$ cat config.mk
export PLATFORM = sky130hd
export DESIGN_NAME = mem_port_arbiter
export DESIGN_NICKNAME = d
export VERILOG_FILES = /design/src/rtl/mem_port_arbiter.sv
export SDC_FILE = /design/constraint.sdc
export NUM_CORES = 1
export LEC_CHECK = 0
export BUFFER_PORTS_ARGS = -buffer_cell sky130_fd_sc_hd__buf_4
export CORE_MARGIN = 2
export CORE_UTILIZATION = 55
export CTS_BUF_LIST = sky130_fd_sc_hd__clkbuf_8
export DETAILED_ROUTE_END_ITERATION = 10
export PLACE_DENSITY = 0.81
export SYNTH_ARGS = -nofsm -noshare
export SYNTH_HDL_FRONTEND = slang
export SYNTH_SLANG_ARGS = --single-unit
$ cat constraint.sdc
create_clock -name CLK -period 9.6 [get_ports CLK]
set_input_delay 1.92 -clock CLK [delete_from_list [all_inputs] [get_ports CLK]]
set_output_delay 1.92 -clock CLK [all_outputs]
set_load 0.01 [all_outputs]
$ cat src/rtl/mem_port_arbiter.sv
// Shares one byte-wide single-port RAM between instruction fetch and data access; serializes words into big-endian byte beats.
// Latency N+1 cycles from grant to ready (1 for a rejected access); losing or waiting requesters see stall until their ready pulse.
module mem_port_arbiter #(
  parameter int DEPTH  = 256,
  parameter int ADDR_W = 8
) (
  input  logic              CLK,
  input  logic              CLR,
  input  logic              if_req,
  input  logic [31:0]       if_addr,
  output logic [31:0]       if_rdata,
  output logic              if_ready,
  input  logic              mem_req,
  input  logic              mem_rw,
  input  logic [1:0]        mem_size,
  input  logic [31:0]       mem_addr,
  input  logic [31:0]       mem_wdata,
  output logic [31:0]       mem_rdata,
  output logic              mem_ready,
  output logic              mem_err,
  output logic [ADDR_W-1:0] ram_addr,
  output logic [7:0]        ram_wdata,
  output logic              ram_we,
  input  logic [7:0]        ram_rdata,
  output logic              stall_if,
  output logic              stall_mem,
  output logic              busy
);

  localparam logic [1:0] IDLE   = 2'd0;
  localparam logic [1:0] ACCESS = 2'd1;
  localparam logic [1:0] DONE   = 2'd2;

  localparam logic [32:0] DEPTH_X = 33'(DEPTH);

  logic [1:0]        state;
  logic [1:0]        beat;
  logic              own_mem;
  logic              rw_q;
  logic              bad_q;
  logic [1:0]        size_q;
  logic [ADDR_W-1:0] base_q;
  logic [31:0]       wdata_q;
  logic [31:0]       asm_q;

  logic [1:0]  last_beat;
  logic [1:0]  wr_idx;
  logic [31:0] asm_next;
  logic [2:0]  req_n;
  logic [32:0] end_addr;
  logic        req_bad;
  logic        in_access;
  logic        unused_if_hi;

  assign unused_if_hi = ^if_addr[31:ADDR_W];

  always_comb begin
    req_n = 3'd4;
    case (mem_size)
      2'b00:   req_n = 3'd1;
      2'b01:   req_n = 3'd2;
      default: req_n = 3'd4;
    endcase
  end

  // Last byte of the access must also fall inside the RAM.
  assign end_addr = {1'b0, mem_addr} + 33'(req_n) - 33'd1;
  assign req_bad  = (mem_size == 2'b11)
                  | ((mem_size == 2'b01) & mem_addr[0])
                  | ((mem_size == 2'b10) & (|mem_addr[1:0]))
                  | ({1'b0, mem_addr} >= DEPTH_X)
                  | (end_addr >= DEPTH_X);

  always_comb begin
    last_beat = 2'd3;
    if (own_mem) begin
      case (size_q)
        2'b00:   last_beat = 2'd0;
        2'b01:   last_beat = 2'd1;
        default: last_beat = 2'd3;
      endcase
    end
  end

  // Clearing asm_q at grant makes byte and halfword results zero-extended.
  assign asm_next = {asm_q[23:0], ram_rdata};
  assign wr_idx   = last_beat - beat;

  always_ff @(posedge CLK or posedge CLR) begin
    if (CLR) begin
      state     <= IDLE;
      beat      <= 2'd0;
      own_mem   <= 1'b0;
      rw_q      <= 1'b0;
      bad_q     <= 1'b0;
      size_q    <= 2'b00;
      base_q    <= '0;
      wdata_q   <= 32'd0;
      asm_q     <= 32'd0;
      if_rdata  <= 32'd0;
      mem_rdata <= 32'd0;
    end else begin
      case (state)
        IDLE: begin
          if (mem_req) begin
            own_mem <= 1'b1;
            rw_q    <= mem_rw;
            size_q  <= mem_size;
            base_q  <= mem_addr[ADDR_W-1:0];
            wdata_q <= mem_wdata;
            bad_q   <= req_bad;
            beat    <= 2'd0;
            asm_q   <= 32'd0;
            state   <= req_bad ? DONE : ACCESS;
          end else if (if_req) begin
            own_mem <= 1'b0;
            rw_q    <= 1'b0;
            size_q  <= 2'b10;
            base_q  <= if_addr[ADDR_W-1:0];
            bad_q   <= 1'b0;
            beat    <= 2'd0;
            asm_q   <= 32'd0;
            state   <= ACCESS;
          end
        end
        ACCESS: begin
          if (!rw_q) asm_q <= asm_next;
          if (beat == last_beat) begin
            state <= DONE;
            if (!rw_q) begin
              if (own_mem) mem_rdata <= asm_next;
              else         if_rdata  <= asm_next;
            end
          end else begin
            beat <= beat + 2'd1;
          end
        end
        DONE:    state <= IDLE;
        default: state <= IDLE;
      endcase
    end
  end

  assign in_access = (state == ACCESS);
  assign ram_addr  = in_access ? base_q + ADDR_W'(beat) : '0;
  assign ram_we    = in_access & rw_q;
  assign ram_wdata = ram_we ? wdata_q[{wr_idx, 3'b000} +: 8] : 8'd0;

  assign if_ready  = (state == DONE) & ~own_mem;
  assign mem_ready = (state == DONE) & own_mem;
  assign mem_err   = mem_ready & bad_q;
  assign stall_if  = if_req & ~if_ready;
  assign stall_mem = mem_req & ~mem_ready;
  assign busy      = (state != IDLE);

endmodule

# Word-level counts from Yosys, hierarchy flattened
# Index checks and enable logic that the tools add are counted.
op_classes:
  magnitude_cmp: 2
  n_eq_ne: 11
  n_shift: 1
  n_bitwise: 16
  addsub: 5
  n_reduce_logical: 14
  muxes: 26
op_table:
  columns: ["op", "count"]
  rows:
  - ["$mux W24", 3]
  - ["$pmux W24 S2", 1]
  - ["$add A32 B3 Y33", 1]
  - ["$ge A33 B9 Y1 const B", 1]
  - ["$sub A33 B1 Y33 const B", 1]
  - ["$ge A32 B9 Y1 const B", 1]
  - ["$mux W8", 4]
  - ["$shiftx A32 B6 Y8", 1]
  - ["$mux W2", 10]
  - ["$pmux W2 S2", 3]
  - ["$add A8 B2 Y8", 1]
  - ["$and A1 B1 Y1", 8]
  - ["$reduce_and A4 Y1", 2]
  - ["$eq A2 B1 Y1 const B", 3]
  - ["$eq A2 B2 Y1 const B", 3]
  - ["$logic_not A2 Y1", 3]
  - ["$pmux W3 S2", 1]
  - ["$reduce_and A2 Y1", 3]
  - ["$reduce_and A3 Y1", 2]
  - ["$reduce_bool A2 Y1", 3]
  - ["$mux W1", 4]
  - ["$ne A2 B2 Y1 const B", 2]
  - ["$not A1 Y1", 4]
  - ["$or A1 B1 Y1", 4]
  - ["6 further kinds", 6]
totals:
  regBits: 137
  output_inout_bits: 87
  inputBits: 111
  word_cells: 86

# Logic depth before layout (Yosys ltp)
# Gate-level depths: netlist of run 1.
depth:
  depth_word: 9
  mapped_depth: 17
  mapped_depth_nobuf: 17

# Least setup slack after synthesis of run 1
# Ideal clock, no wire load.
synth_path:
  path_type: "input -> register"
  startpoint: "input mem_size[1]"
  endpoint: "register bad_q"
  setup_ns: 0.118
  setup_slack_ns: 4.557
  arrival_ns: 4.925
  required_time_ns: 9.482
  cell_stages: 16
  n_path_buf: 0
  path_cell_list: "or2_2 -> ha_1 -> inv_1 -> ha_1 -> inv_1 -> fa_1 -> nand2b_1 -> a211oi_1 -> o21ai_0 -> nand2b_1 -> a21oi_1 -> mux2i_1 -> or4_1 -> nor4_2 -> nor2_1 -> a21o_1"
synth_via:
  elab_chain_len: 7
  elab_cells_between_ends: 15
  cone_classes: "add/sub (2); order compare (1); eq/ne (3); mux (2); bitwise (6); reduce/logical (1)"
synth_lines:
  columns: ["element", "line", "source"]
  rows:
  - ["start: declaration", "15", "input logic [1:0] mem_size,"]
  - ["$eq A2 B1 Y1 / $logic_not A2 Y1 (equally long branches)", "59, 69", null]
  - ["$pmux W3 S2 / $and A1 B1 Y1 (equally long branches)", "59, 69", null]
  - ["$add A32 B3 Y33 / $or A1 B1 Y1 (equally long branches)", "67, 69", null]
  - ["$sub A33 B1 Y33 / $or A1 B1 Y1 (equally long branches)", "67, 70", null]
  - ["$ge A33 B9 Y1 / $or A1 B1 Y1 (equally long branches)", "72, 71", null]
  - ["$or A1 B1 Y1 *", "72", "| (end_addr >= DEPTH_X);"]
  - ["$mux W1 *", "105", "if (mem_req) begin"]
  - ["end signal: assignment", "111", "bad_q <= req_bad;"]
  - ["end: declaration", "40", "logic bad_q;"]
# Mark *: on every way between the ends. The rest lies on a longest branch, timed or not.
# A chain may end at the register's enable or synchronous reset.

# Worst setup path in the final report of run 1
# Same ends and word-level chain as after synthesis.

==> key figures, run 1 <==
Outcome
  • Status: completed

Place
  • Placer Congestion: 0.950
  • Dpl hpwl: 16600 um
  • PortBufs: 173

Route
  • Routed vias/inst: 5.91
  • Vias: 7318
  • Post-route ant nets: 0
  • Routed WL per cell: 17.8 um
  • Number of remaining DRC errors: 0
  • Pre-Repair DR Iteration Count: 4
  • Routed wire length: 22100 um
  • DRT iter0 DRCs: 401

Floorplanning
  • Initial Utilization: 56.1%
  • Die Height: 128 um
  • Die Footprint: 16500 um^2
  • Die X-Extent: 128 um
  • # IOs: 198
  • FP Rows: 45
  • Core area: 15100 um^2

Synth
  • Seq/Total Area, Yosys: 40.3%
  • Cells after synthesis: 869
  • Most used DFF post-synth: dfrtp_1
  • Avg Cell Area, Syn: 9.78 um^2
  • Syn Nets: 1037
  • Synth Warn #: 0
  • FF+latch count, synth: 137
  • Synth cell types: 79
  • Async SR Flop Fraction: 100%
  • Post-Syn Area: 8500 um^2
  • Post-synth EDFFs: 0

Layout
  • Final nets: 1205
  • Leading cell types in the layout, fill and taps excluded: buf_4, dfrtp_1, nand2_1, mux2_2, inv_1
  • Commonest non-fill, non-tap cell in the layout: buf_4
  • Fraction of layout cells with a size suffix above 1: 29.4%
  • Area delta synth->final: 21.7%
  • # diodes: 0
  • Fillers: 1185
  • Post-layout util: 68.3%

STA
  • Slew headroom: 19.7%
  • Fmax: 187 MHz
  • RSZ-0062 raised after global routing: no
  • Slew @ Worst Pin: 1.20 ns
  • Fin. max-slew vios: 0
  • Final setup viols: 0
  • Final Hold Vio Count: 0
  • Setup TNS: 0 ns
  • Final worst path period share: 55.7%
  • Worst clock skew: 0.0112 ns
  • Tmin final: 5.35 ns

Clock tree
  • CTS resizes: 0
  • Root buf cell: clkbuf_8
  • Clock latency on the worst-skew pair: 0.44 ns
  • Clk buf depth: 2
  • CTS tree: built
  • Hold Buf Count CTS: 0
  • Clk slew on worst S/H paths: 0.07 ns
  • Clk sink count: 137
  • H-tree levels: 4
  • Post-CTS Setup Bufs: 0
  • TritonCTS Buffers: 17

Global routing
  • Largest net degree at the start of global routing: 89
  • Global-route wire length before repair: 35200 um
  • Gr usage total: 27.1%
  • Vias in the first global route: 7068
  • GRT overflow: 0
  • Initial antenna violation count: 0

Power
  • P_leak: 5.23 nW
  • Pint: 1.40 mW
  • VDD IR max: 109 uV
  • Register share of total power: 40.1%
  • Clock share of power: 20.6%
  • Sw Share: 36.8%
  • Power Density: 215 nW/um^2
  • Comb pwr share: 39.3%
  • Sw Pwr: 0.819 mW

Flow run
  • Max Cap Viol: 0

Setup path
  • Crit path launch type: primary input
  • CP arrival: 5.68 ns
  • Crit Path Max Fanout: 3
  • Flop-to-flop setup slack: 7.47 ns
  • Worst Path Required: 9.93 ns
  • Crit end category: flop
  • WS Path Type: primary input to flop

Worst hold path
  • Hold Path Class: flop to flop
[sequential cells by signal, summed over array words and instances, names as in the netlist]
signal,flops
if_rdata,32
mem_rdata,32
wdata_q,32
asm_q,24
base_q,8
beat,2
size_q,2
state,2
bad_q,1
own_mem,1
rw_q,1
[worst max-delay path, cell delays in order]
cell and delay (ns):
buf_4 0.13, or2_2 0.29, ha_1 0.18, inv_1 0.06, ha_1 0.18, inv_1 0.06, fa_1 0.41, nand2b_1 0.19
a211oi_1 0.36, o21ai_0 0.19, nand2b_1 0.18, a21oi_1 0.11, mux2i_1 0.12, or4_1 0.54, nor4_2 0.44, nor2_1 0.11
a21o_1 0.21
[routing by layer]
metal	up-vias	global-route usage [%]	wire, um
met1	3560	33.6	9000
li1	3427	-	-
met5	-	0	0
met2	263	46.6	10900
met4	0	12.1	811
met3	68	4.63	1320
[metrics by stage]
| stage | setup WS, ns | cells | area [um^2] | power (mW) | hold slack [ns] |
|---|---|---|---|---|---|
| after global placement | 3.92 | 1206 | 9950 | 1.73 | 0.452 |
| after detailed placement | 3.92 | 1206 | 9950 | 1.77 | 0.458 |
| after floorplan | 4.01 | 869 | 8500 | 1.44 | 0.440 |
| after global routing | 4.03 | 1238 | 10300 | 2.36 | 0.504 |
| after CTS | 4.36 | 1238 | 10300 | 2.23 | 0.479 |
| final | 4.25 | 1238 | 10300 | 2.22 | 0.477 |
[cells by family after synthesis]
logic type,Yosys count,share of synthesized area [%]
AOI/OAI and AO/OA,178,15.3
xor gates and xnor gates,18,1.86
adders and majority gates,57,8.57
buffers and inverters,91,4.20
DFF,137,40.3
muxes,85,12.1
and+or+nand+nor,303,17.6
[cell usage after synthesis (all sizes together) (4+ instances only)]
library cell / n / area, um^2
a2111oi: 5 / 68.8
nand3b: 4 / 30.0
a22o: 27 / 236
xnor2: 9 / 78.8
clkbuf: 22 / 82.6
nor2: 46 / 173
a21o: 9 / 67.6
mux2i: 12 / 120
inv: 61 / 229
mux2: 65 / 732
nor3b: 6 / 50.1
ha: 55 / 688
buf: 8 / 45.0
a21oi: 41 / 216
dfrtp: 137 / 3430
nand2b: 21 / 144
nor2b: 15 / 101
nand4: 8 / 50.1
a211oi: 9 / 77.6
o211ai: 6 / 50.1
nand2: 135 / 507
or4: 5 / 37.5
nor4: 5 / 37.5
or3: 4 / 25.0
mux4: 8 / 180
nor3: 15 / 85.1
a31oi: 8 / 71.3
nand3: 12 / 60.1
o21ai: 36 / 191
xor2: 9 / 78.8
and2: 15 / 93.8
[power by group through the flow]
stage | Combinational [mW] | Clock (mW) | Sequential [mW]
2_1_floorplan | 0.545 | 0 | 0.893
6_report | 0.874 | 0.457 | 0.892
4_1_cts | 0.876 | 0.462 | 0.890
3_3_place_gp | 0.848 | 0 | 0.886
3_5_place_dp | 0.870 | 0 | 0.899
5_1_grt | 0.960 | 0.486 | 0.917
[area by class of cell]
cell class,instances,area [um^2],area share (%)
multi-input cells,641,4710,45.6
clock inverters,15,153,1.48
repair buffers,179,1340,13.0
clock buffers,17,234,2.26
well taps,188,235,2.27
flip-flops and latches,137,3430,33.2
inverters,61,231,2.24
[worst paths after layout]
| check | start | end | cells after the start |
|---|---|---|---|
| setup / recovery | mem_size[1] | bad_q | 17 |
| hold / removal | wdata_q[7] | wdata_q[7] | 2 |
| setup reg to reg | state[1] | if_rdata[9] | 6 |
| hold reg to reg | wdata_q[7] | wdata_q[7] | 2 |
| max in group asynchronous | CLR | asm_q[12] | 3 |
| min in group asynchronous | CLR | wdata_q[14] | 2 |
Note: power is estimated with default switching activity, not from simulation.
==> run 2: changes to the inputs <==
- CORE_UTILIZATION: 55 -> 51
- PLACE_DENSITY: 0.81 -> 0.79
- clock period: 9.6 -> 4.4 ns (I/O delays scaled with it)
==> run 2 against run 1 <==
Die area rose by 7.6%; sequential cell count is the same; first-iteration DRC count is 18% higher; combinational power grew 120%; critical endpoint unchanged.
==> key figures, run 2 (synthesized netlist as in run 1, its figures left out) <==
Outcome
  • Status: completed

Setup path
  • CP top delay family: simple AND/OR/NAND/NOR gates
  • Launching point of the worst reg2reg path: state[1]
  • Crit path buf inv count: 4
  • Crit path launch type: primary input
  • WS Path Type: primary input to flop
  • Worst r2r path cells: 6
  • Crit-path slowest cell: or4_1
  • Crit end category: flop
  • Flop-to-flop setup slack: 2.29 ns
  • Critical path's largest stage delay: 0.55 ns
  • Critical Path, Cell by Cell: buf_4 > or2_2 > ha_1 > inv_1 > ha_1 > inv_1 > fa_1 > nand2b_1 > a211oi_2 > o21ai_0 > nand2b_1 > a21oi_1 > mux2i_1 > or4_1 > nor4_2 > buf_4 > nor2_1 > a21o_1
  • Crit Path Max Fanout: 3
  • Worst R2R End: mem_rdata[9]
  • CP arrival: 4.43 ns
  • Worst Path Required: 4.73 ns

Floorplanning
  • # IOs: 198
  • Die Footprint: 17700 um^2
  • Core area: 16400 um^2
  • Initial Utilization: 51.8%
  • Die Height: 133 um
  • Die X-Extent: 133 um
  • FP Rows: 47

Power
  • Power Density: 471 nW/um^2
  • P_leak: 5.30 nW
  • Total power: 4.96 mW
  • VDD IR max: 277 uV

Route
  • Post-route ant nets: 0
  • Pre-Repair DR Iteration Count: 6
  • Routed WL per cell: 17.2 um
  • Routed vias/inst: 5.65
  • Routed wire length: 22100 um
  • Vias: 7241
  • DRT iter0 DRCs: 473
  • Number of remaining DRC errors: 0

Clock tree
  • H-tree levels: 4
  • Clock latency on the worst-skew pair: 0.45 ns
  • TritonCTS Buffers: 17
  • Hold Buf Count CTS: 0
  • CTS tree: built
  • Clk buf depth: 2
  • Clk slew on worst S/H paths: 0.07 ns
  • Clk sink count: 137
  • Root buf cell: clkbuf_8
  • Post-CTS Setup Bufs: 0

Worst hold path
  • Hold Startpoint: wdata_q[21]
  • Hold Path Class: flop to flop
  • Hold depth: 2
  • Hold worst-path end: wdata_q[21]

Flow run
  • Max Cap Viol: 0

Layout
  • Fillers: 1362
  • Post-layout util: 64.1%
  • # diodes: 0
  • Cell Count, Final, Fillers Out: 1281
  • Reg area: 3430 um^2
  • Commonest non-fill, non-tap cell in the layout: buf_4
  • Leading cell types in the layout, fill and taps excluded: buf_4, dfrtp_1, nand2_1, mux2_2, inv_1
  • Footprint of the multi-input gates: 4720 um^2
  • Final Cell Area: 10500 um^2
  • Area delta synth->final: 23.8%
  • Final nets: 1217
  • Fraction of layout cells with a size suffix above 1: 30.4%
  • Top Registers: if_rdata (32), mem_rdata (32), wdata_q (32)

STA
  • Final setup margin: 0.299 ns
  • Slew @ Worst Pin: 1.23 ns
  • Min Hold Slack: 0.471 ns
  • Final worst path period share: 93.2%
  • Setup TNS: 0 ns
  • Tmin final: 4.10 ns
  • Slew headroom: 17.4%
  • Fmax: 244 MHz
  • Worst clock skew: 0.0180 ns
  • Final setup viols: 0
  • Fin. max-slew vios: 0
  • RSZ-0062 raised after global routing: no
  • Final Hold Vio Count: 0

Place
  • Post-place instance area: 10100 um^2
  • Worst Setup Slack post-DPL: -0.187 ns
  • Placed Cells: 1250
  • Placer Congestion: 0.933
  • PortBufs: 173
  • Dpl hpwl: 16900 um

Global routing
  • Gr usage total: 25.2%
  • Largest net degree at the start of global routing: 90
  • Vias in the first global route: 6935
  • Initial antenna violation count: 0
  • Global-route wire length before repair: 35700 um
  • GRT overflow: 0
## run 2: per-layer routing
layer	track usage, %	routed length [um]
met1	33.2	9290
met2	43.6	11100
met4	7.83	418
met5	0	0
met3	3.22	1320
## run 2: final cells by class
| type | instances | area share, % |
|---|---|---|
| tap | 220 | 2.62 |
| sequential | 137 | 32.6 |
| clock buffer | 17 | 2.22 |
| inverter | 61 | 2.21 |
| timing repair buffer | 191 | 13.7 |
| multi-input combinational | 641 | 44.9 |
| clock inverter | 14 | 1.75 |
## run 2: worst min-delay path, stage by stage, from the launching register on
cell and delay [ns]:
dfrtp_1 0.34, nand2_1 0.05, nand2_1 0.05
## run 2: how the worst max path moves through the flow
stage,endpoint,slack [ns],start,cells past startpoint
detailed placement,bad_q,-0.19,mem_size[1],18
finish,bad_q,0.30,mem_size[1],18
global route,bad_q,0.10,mem_size[1],18
floorplan,state[1],0.40,mem_size[1],16
global placement,bad_q,-0.10,mem_size[1],18
CTS,bad_q,0.25,mem_size[1],18
## run 2: power by group
part | leakage [nW] | switching (mW) | internal, mW
combinational | 3.30 | 1.00 | 0.914
clock | 0.210 | 0.521 | 0.572
sequential | 1.79 | 0.290 | 1.66
total | 5.30 | 1.81 | 3.15
## run 2: what timing repair did
action,4_1_cts,5_1_grt
hold endpoints to repair,0,0
endpoints found under the setup margin,0,2
resized for setup,0,1
